**src/rtl/encoder_pkg.sv**
```systemverilog
// rtl/encoder_pkg.sv - format codes, field bit positions and FSM states shared by the
// instruction encoder and the CPU's field decoder.
package encoder_pkg;

   localparam logic [1:0] FMT_REG    = 2'd0;
   localparam logic [1:0] FMT_IMM    = 2'd1;
   localparam logic [1:0] FMT_BRANCH = 2'd2;
   localparam logic [1:0] FMT_JUMP   = 2'd3;

   // Bit positions inside the 32-bit word; the decoder slices from the same places.
   localparam int OPC_LSB  = 24;
   localparam int DST_LSB  = 16;
   localparam int SRC1_LSB = 8;
   localparam int SRC2_LSB = 0;
   localparam int REG_W    = 3;
   localparam int BYTE_W   = 8;

   typedef enum logic [2:0] {
      ST_IDLE = 3'd0,
      ST_WR0  = 3'd1,
      ST_WR1  = 3'd2,
      ST_WR2  = 3'd3,
      ST_WR3  = 3'd4
   } state_e;

   function automatic state_e next_wr_state(input state_e s);
      case (s)
         ST_WR0:  return ST_WR1;
         ST_WR1:  return ST_WR2;
         ST_WR2:  return ST_WR3;
         default: return ST_IDLE;
      endcase
   endfunction

endpackage

```
**src/rtl/instruction_packer.sv**
```systemverilog
// rtl/instruction_packer.sv - combinational packer from decoded fields plus FORMAT into one
// 32-bit instruction word; fields not used by the format stay zero.
module instruction_packer
   import encoder_pkg::*;
(
   input  logic [1:0]        format_i,
   input  logic [BYTE_W-1:0] opcode_i,
   input  logic [REG_W-1:0]  writereg_i,
   input  logic [REG_W-1:0]  readreg1_i,
   input  logic [REG_W-1:0]  readreg2_i,
   input  logic [BYTE_W-1:0] immediate_i,
   input  logic [BYTE_W-1:0] offset_i,
   output logic [31:0]       word_o
);

   always_comb begin
      word_o = '0;
      word_o[OPC_LSB +: BYTE_W] = opcode_i;
      case (format_i)
         FMT_REG: begin
            word_o[DST_LSB  +: REG_W] = writereg_i;
            word_o[SRC1_LSB +: REG_W] = readreg1_i;
            word_o[SRC2_LSB +: REG_W] = readreg2_i;
         end
         FMT_IMM: begin
            word_o[DST_LSB  +: REG_W]  = writereg_i;
            word_o[SRC2_LSB +: BYTE_W] = immediate_i;
         end
         FMT_BRANCH: begin
            word_o[DST_LSB  +: BYTE_W] = offset_i;
            word_o[SRC1_LSB +: REG_W]  = readreg1_i;
            word_o[SRC2_LSB +: REG_W]  = readreg2_i;
         end
         default: begin
            word_o[DST_LSB +: BYTE_W] = offset_i;
         end
      endcase
   end

endmodule

```
**src/rtl/instruction_encoder_loader.sv**
```systemverilog
// rtl/instruction_encoder_loader.sv - accepts instruction fields, packs them and writes each word
// byte-serially, little-endian, to instruction memory. Optional: ENCODER_OPCODE_CHECK_EN.
module instruction_encoder_loader
   import encoder_pkg::*;
#(
   parameter int         DEPTH      = 256,
   parameter logic [7:0] MAX_OPCODE = 8'h0F,
   localparam int        AW         = $clog2(DEPTH*4)
)(
   input  logic          CLK,
   input  logic          RESET,
   input  logic          CLEAR,
   input  logic          IN_VALID,
   output logic          IN_READY,
   input  logic [1:0]    FORMAT,
   input  logic [7:0]    OPCODE,
   input  logic [2:0]    WRITEREG,
   input  logic [2:0]    READREG1,
   input  logic [2:0]    READREG2,
   input  logic [7:0]    IMMEDIATE,
   input  logic [7:0]    OFFSET,
   output logic          MEM_WRITE,
   output logic [AW-1:0] MEM_ADDRESS,
   output logic [7:0]    MEM_WRITEDATA,
   input  logic          MEM_BUSYWAIT,
   output logic [AW-2:0] COUNT,
   output logic          FULL,
   output logic          ERR
);

   localparam int CW = AW - 1;

`ifdef ENCODER_OPCODE_CHECK_EN
   localparam bit OPCODE_CHECK = 1'b1;
`else
   localparam bit OPCODE_CHECK = 1'b0;
`endif

   state_e        state_q;
   logic [23:0]   upper_q;
   logic [CW-1:0] count_q;
   logic          mem_write_q;
   logic [AW-1:0] mem_addr_q;
   logic [7:0]    mem_data_q;
   logic          err_q;

   logic [31:0]   packed_word;
   logic          full;
   logic          handshake;
   logic          opcode_reject;
   logic [7:0]    next_byte;

   instruction_packer u_packer (
      .format_i    (FORMAT),
      .opcode_i    (OPCODE),
      .writereg_i  (WRITEREG),
      .readreg1_i  (READREG1),
      .readreg2_i  (READREG2),
      .immediate_i (IMMEDIATE),
      .offset_i    (OFFSET),
      .word_o      (packed_word)
   );

   assign full          = (count_q == CW'(DEPTH));
   assign IN_READY      = (state_q == ST_IDLE) && !full && !CLEAR;
   assign handshake     = IN_VALID && IN_READY;
   assign opcode_reject = OPCODE_CHECK && (OPCODE > MAX_OPCODE);

   // Byte 0 is loaded straight from the packer at the handshake, so only bytes 1..3 are kept.
   always_comb begin
      next_byte = upper_q[23:16];
      case (state_q)
         ST_WR0:  next_byte = upper_q[7:0];
         ST_WR1:  next_byte = upper_q[15:8];
         default: next_byte = upper_q[23:16];
      endcase
   end

   always_ff @(posedge CLK or posedge RESET) begin
      if (RESET) begin
         state_q     <= ST_IDLE;
         upper_q     <= '0;
         count_q     <= '0;
         mem_write_q <= 1'b0;
         mem_addr_q  <= '0;
         mem_data_q  <= '0;
         err_q       <= 1'b0;
      end else begin
         err_q <= 1'b0;
         case (state_q)
            ST_IDLE: begin
               if (CLEAR) begin
                  count_q <= '0;
               end else if (handshake) begin
                  if (opcode_reject) begin
                     err_q <= 1'b1;
                  end else begin
                     upper_q     <= packed_word[31:8];
                     state_q     <= ST_WR0;
                     mem_write_q <= 1'b1;
                     mem_addr_q  <= {count_q[AW-3:0], 2'b00};
                     mem_data_q  <= packed_word[7:0];
                  end
               end
            end
            ST_WR3: begin
               if (!MEM_BUSYWAIT) begin
                  state_q     <= ST_IDLE;
                  mem_write_q <= 1'b0;
                  mem_addr_q  <= '0;
                  mem_data_q  <= '0;
                  count_q     <= count_q + CW'(1);
               end
            end
            default: begin
               if (!MEM_BUSYWAIT) begin
                  state_q    <= next_wr_state(state_q);
                  mem_addr_q <= mem_addr_q + AW'(1);
                  mem_data_q <= next_byte;
               end
            end
         endcase
      end
   end

   assign MEM_WRITE     = mem_write_q;
   assign MEM_ADDRESS   = mem_addr_q;
   assign MEM_WRITEDATA = mem_data_q;
   assign COUNT         = count_q;
   assign FULL          = full;
   assign ERR           = err_q;

endmodule

```
**config.mk**
```make
export PLATFORM = sky130hd
export DESIGN_NAME = instruction_encoder_loader
export DESIGN_NICKNAME = d
export VERILOG_FILES = /design/src/rtl/encoder_pkg.sv /design/src/rtl/instruction_packer.sv /design/src/rtl/instruction_encoder_loader.sv
export SDC_FILE = /design/constraint.sdc
export NUM_CORES = 1
export LEC_CHECK = 0
export ABC_AREA = 1
export CAP_MARGIN = 20
export CORE_ASPECT_RATIO = 0.7
export CORE_MARGIN = 4
export CORE_UTILIZATION = 52
export CTS_CLUSTER_DIAMETER = 80
export DETAILED_ROUTE_END_ITERATION = 8
export GPL_TIMING_DRIVEN = 1
export PLACE_DENSITY = 0.81
export SYNTH_ARGS = -nofsm -noshare
export SYNTH_HDL_FRONTEND = slang
export SYNTH_HIERARCHICAL = 1
export SYNTH_SLANG_ARGS = --single-unit
```
**constraint.sdc**
```tcl
create_clock -name CLK -period 1.94 [get_ports CLK]
set_input_delay 0.485 -clock CLK [delete_from_list [all_inputs] [get_ports CLK]]
set_output_delay 0.485 -clock CLK [all_outputs]
set_load 0.02 [all_outputs]
```
==> impl_metrics.ini <==
[power_and_ir_drop]
leakage_nw = 2.44
switching_power_mw = 2.29
clkPwrFrac_pct = 12.3
powerDensity_mw_per_mm2 = 1160
swShare_pct = 44.2
seq_power_share_pct = 34.5
internal_power_mw = 2.89
comb_power_share_pct = 53.2
ir_worst_vdd_mv = 0.648

[worst_setup_path]
critPathRequiredTime_ns = 1.45
crit_end = IN_READY
cp_slowest_cell = dfrtp_1
slowest_delay_ns = 0.42
rrSetupSlack_ns = 0.11
worstSetupPathType = flop to output port
critical_path_depth = 8
critical_path.top_delay_family = flip-flops
r2r_end = MEM_ADDRESS[9]
cp-start-kind = flop
end_kind = output port
crit_buf_inv = 3
r2r-start = COUNT[1]
r2r.worst_path.cells = 12
cp_cell_sequence = inv_2, ha_4, nand2_2, nor3_2, nand3_1, inv_2, nor3_2, buf_4
crit_arrival_ns = 1.49
cp-startpoint = COUNT[1]
worstPathMaxFanout = 2

[floorplanning]
dieArea_mm2 = 0.00783
rows = 24
die_height_um = 75.2
io_pins = 71
core-area_mm2 = 0.00625
initial_core_util_pct = 53.8
die_w_um = 104

[synth]
synthTopCellsByArea = dfrtp_1 (41%), nand2_1 (18%), nand3_1 (8.5%)
synth_top_area_share_pct = 41.0
synth_cell_type_count = 33
syn_area_per_cell_um2 = 7.11
ys_ff_latch = 55
ys_seq_area_share_pct = 41.0
synth_largest_area_cell = dfrtp_1
yosys_warnings = 6
synth_area_mm2 = 0.00336
synthCells = 472

[sta]
tightestPinTransition_ns = 0.612
setup_viol = 2
slew_headroom_pct = 59.1
setup_slack_ns = -0.0366
fin_crit_sh_pct = 102
fin_crit_ns = 1.98
skew_ns = 0.0158
finalHoldViolCount = 0
maxSlewViolCount = 0
rsz0062_at_grt = true
timing.fmax_mhz = 506

[routing]
drc = 0
viasPerCell = 5.40
drt-total-wl_mm = 9.41
ant_nets = 0
wl_per_cell_um = 14.9
dr.pass1.iters = 7
drtIter0Drc = 302
dr_total_vias = 3421

[clock_tree]
cts_buffer_depth = 2
clk_pin_slew_ns = 0.11
cts_inserted_buffers = 5
cts_tree = built
htreeDepth = 2
root_buffer = clkbuf_8
cts.sinks = 55
insertion_delay_ns = 0.31

[global_routing]
grt_pass1_vias = 2971
overflow = 0
antenna_found_initial = 0
grt_max_degree = 71
grt_usage_pct = 22.2
grt_use_met3_pct = 4.28
grt_pass1_wl_mm = 14.0
met1_usage_pct = 32.2
globalRoute.busiestLayer = met2
grt_util_met2_pct = 35.6

[status]
violations = setup timing
status = finished, violations left

[placement]
hpwl_mm = 6.24
gp_congestion = 0.875
pre_cts_ws_ns = -0.273
port_buffers = 69

[layout]
syn2layout_area_growth_pct = 32.8
final_common_cell = nand2_1
diodes = 0
post-route-util_pct = 71.4
most-common-layout-cells = nand2_1 (157), clkdlybuf4s50_1 (58), nand3_1 (57)
layout.nets = 597
drive_above_1_share_pct = 14.1

[run]
maxCapViolations = 0

[worst_hold_path]
hold_class = flop to flop
metal layers:
layer | routed length (um) | vias up
met5 | 0 | -
met3 | 806 | 16
met1 | 4110 | 1601
met2 | 4370 | 178
li1 | - | 1626
met4 | 119 | 0
flip-flops by register name, indices dropped and copies added, names as in the netlist:
register       count
COUNT              9
MEM_ADDRESS       10
MEM_WRITE          1
MEM_WRITEDATA      8
state_q            3
upper_q           24
through the flow:
| stage | cells | TNS [ns] | cell area (um2) | hold slack, ns | power [mW] |
|---|---|---|---|---|---|
| 2_1_floorplan | 476 | 0 | 3380 | 0.459 | 3.37 |
| 3_3_place_gp | 620 | -0.349 | 4210 | 0.472 | 4.17 |
| 3_5_place_dp | 620 | -0.445 | 4210 | 0.479 | 4.24 |
| 4_1_cts | 630 | -0.258 | 4320 | 0.503 | 4.90 |
| 5_1_grt | 633 | -0.289 | 4460 | 0.537 | 5.52 |
| 6_report | 633 | -0.0435 | 4460 | 0.502 | 5.17 |
logic make-up after synthesis:
logic type	after synthesis	share of synthesized area [%]
AOI/OAI and AO/OA	41	6.41
xor gates and xnor gates	1	0.261
adders and majority gates	3	1.12
buffers and inverters	97	14.0
DFF	55	41.0
other	2	0.224
and+or+nand+nor	273	37.0
synth_stat cells, drive strengths merged:
cell	number
a21oi	4
inv	65
dfrtp	55
xor2	1
o21ai	33
nor2	29
nor3	5
conb	2
ha	3
a31oi	1
nand4	13
clkbuf	4
buf	28
or2	2
nand3	59
nand2	165
o31ai	1
o22ai	2
worst min-delay path by stage:
stage | startpoint | end | slack [ns] | cells past startpoint
2_1_floorplan | upper_q[0] | upper_q[0] | 0.46 | 2
3_3_place_gp | upper_q[5] | upper_q[5] | 0.47 | 2
3_5_place_dp | upper_q[6] | upper_q[6] | 0.48 | 2
4_1_cts | upper_q[6] | upper_q[6] | 0.50 | 2
5_1_grt | upper_q[17] | upper_q[17] | 0.54 | 2
6_report | MEM_WRITE | MEM_WRITE | 0.50 | 2
worst min-delay path, cell delays in order, from the launching register on:
cell	delay [ns]
dfrtp_1	0.36
nand2_1	0.05
nand2_1	0.06
final cells by class:
type	count	area [um2]
clock buffers	5	68.8
clock inverters	3	20.0
fillers	487	1790
inverters	65	254
multi-input cells	324	1580
flip-flops and latches	55	1380
well taps	78	97.6
repair buffers	103	1060
power by group through the flow:
stage                     combinational [mW]  clock, mW  sequential, mW
final                                   2.75      0.638            1.78
after global routing                    3.01      0.689            1.82
after CTS                               2.49      0.649            1.77
after detailed placement                2.46          0            1.78
after global placement                  2.40          0            1.77
after floorplan                         1.51          0            1.86
timing repair:
action / in CTS / in global routing
hold buffers: 0 / 0
cloned: 0 / 4
buffers inserted: 2 / 0
resized for setup: 16 / 16
endpoints found under the setup margin: 2 / 57
pin swaps: 3 / 4
Note: power is estimated with default switching activity, not from simulation.
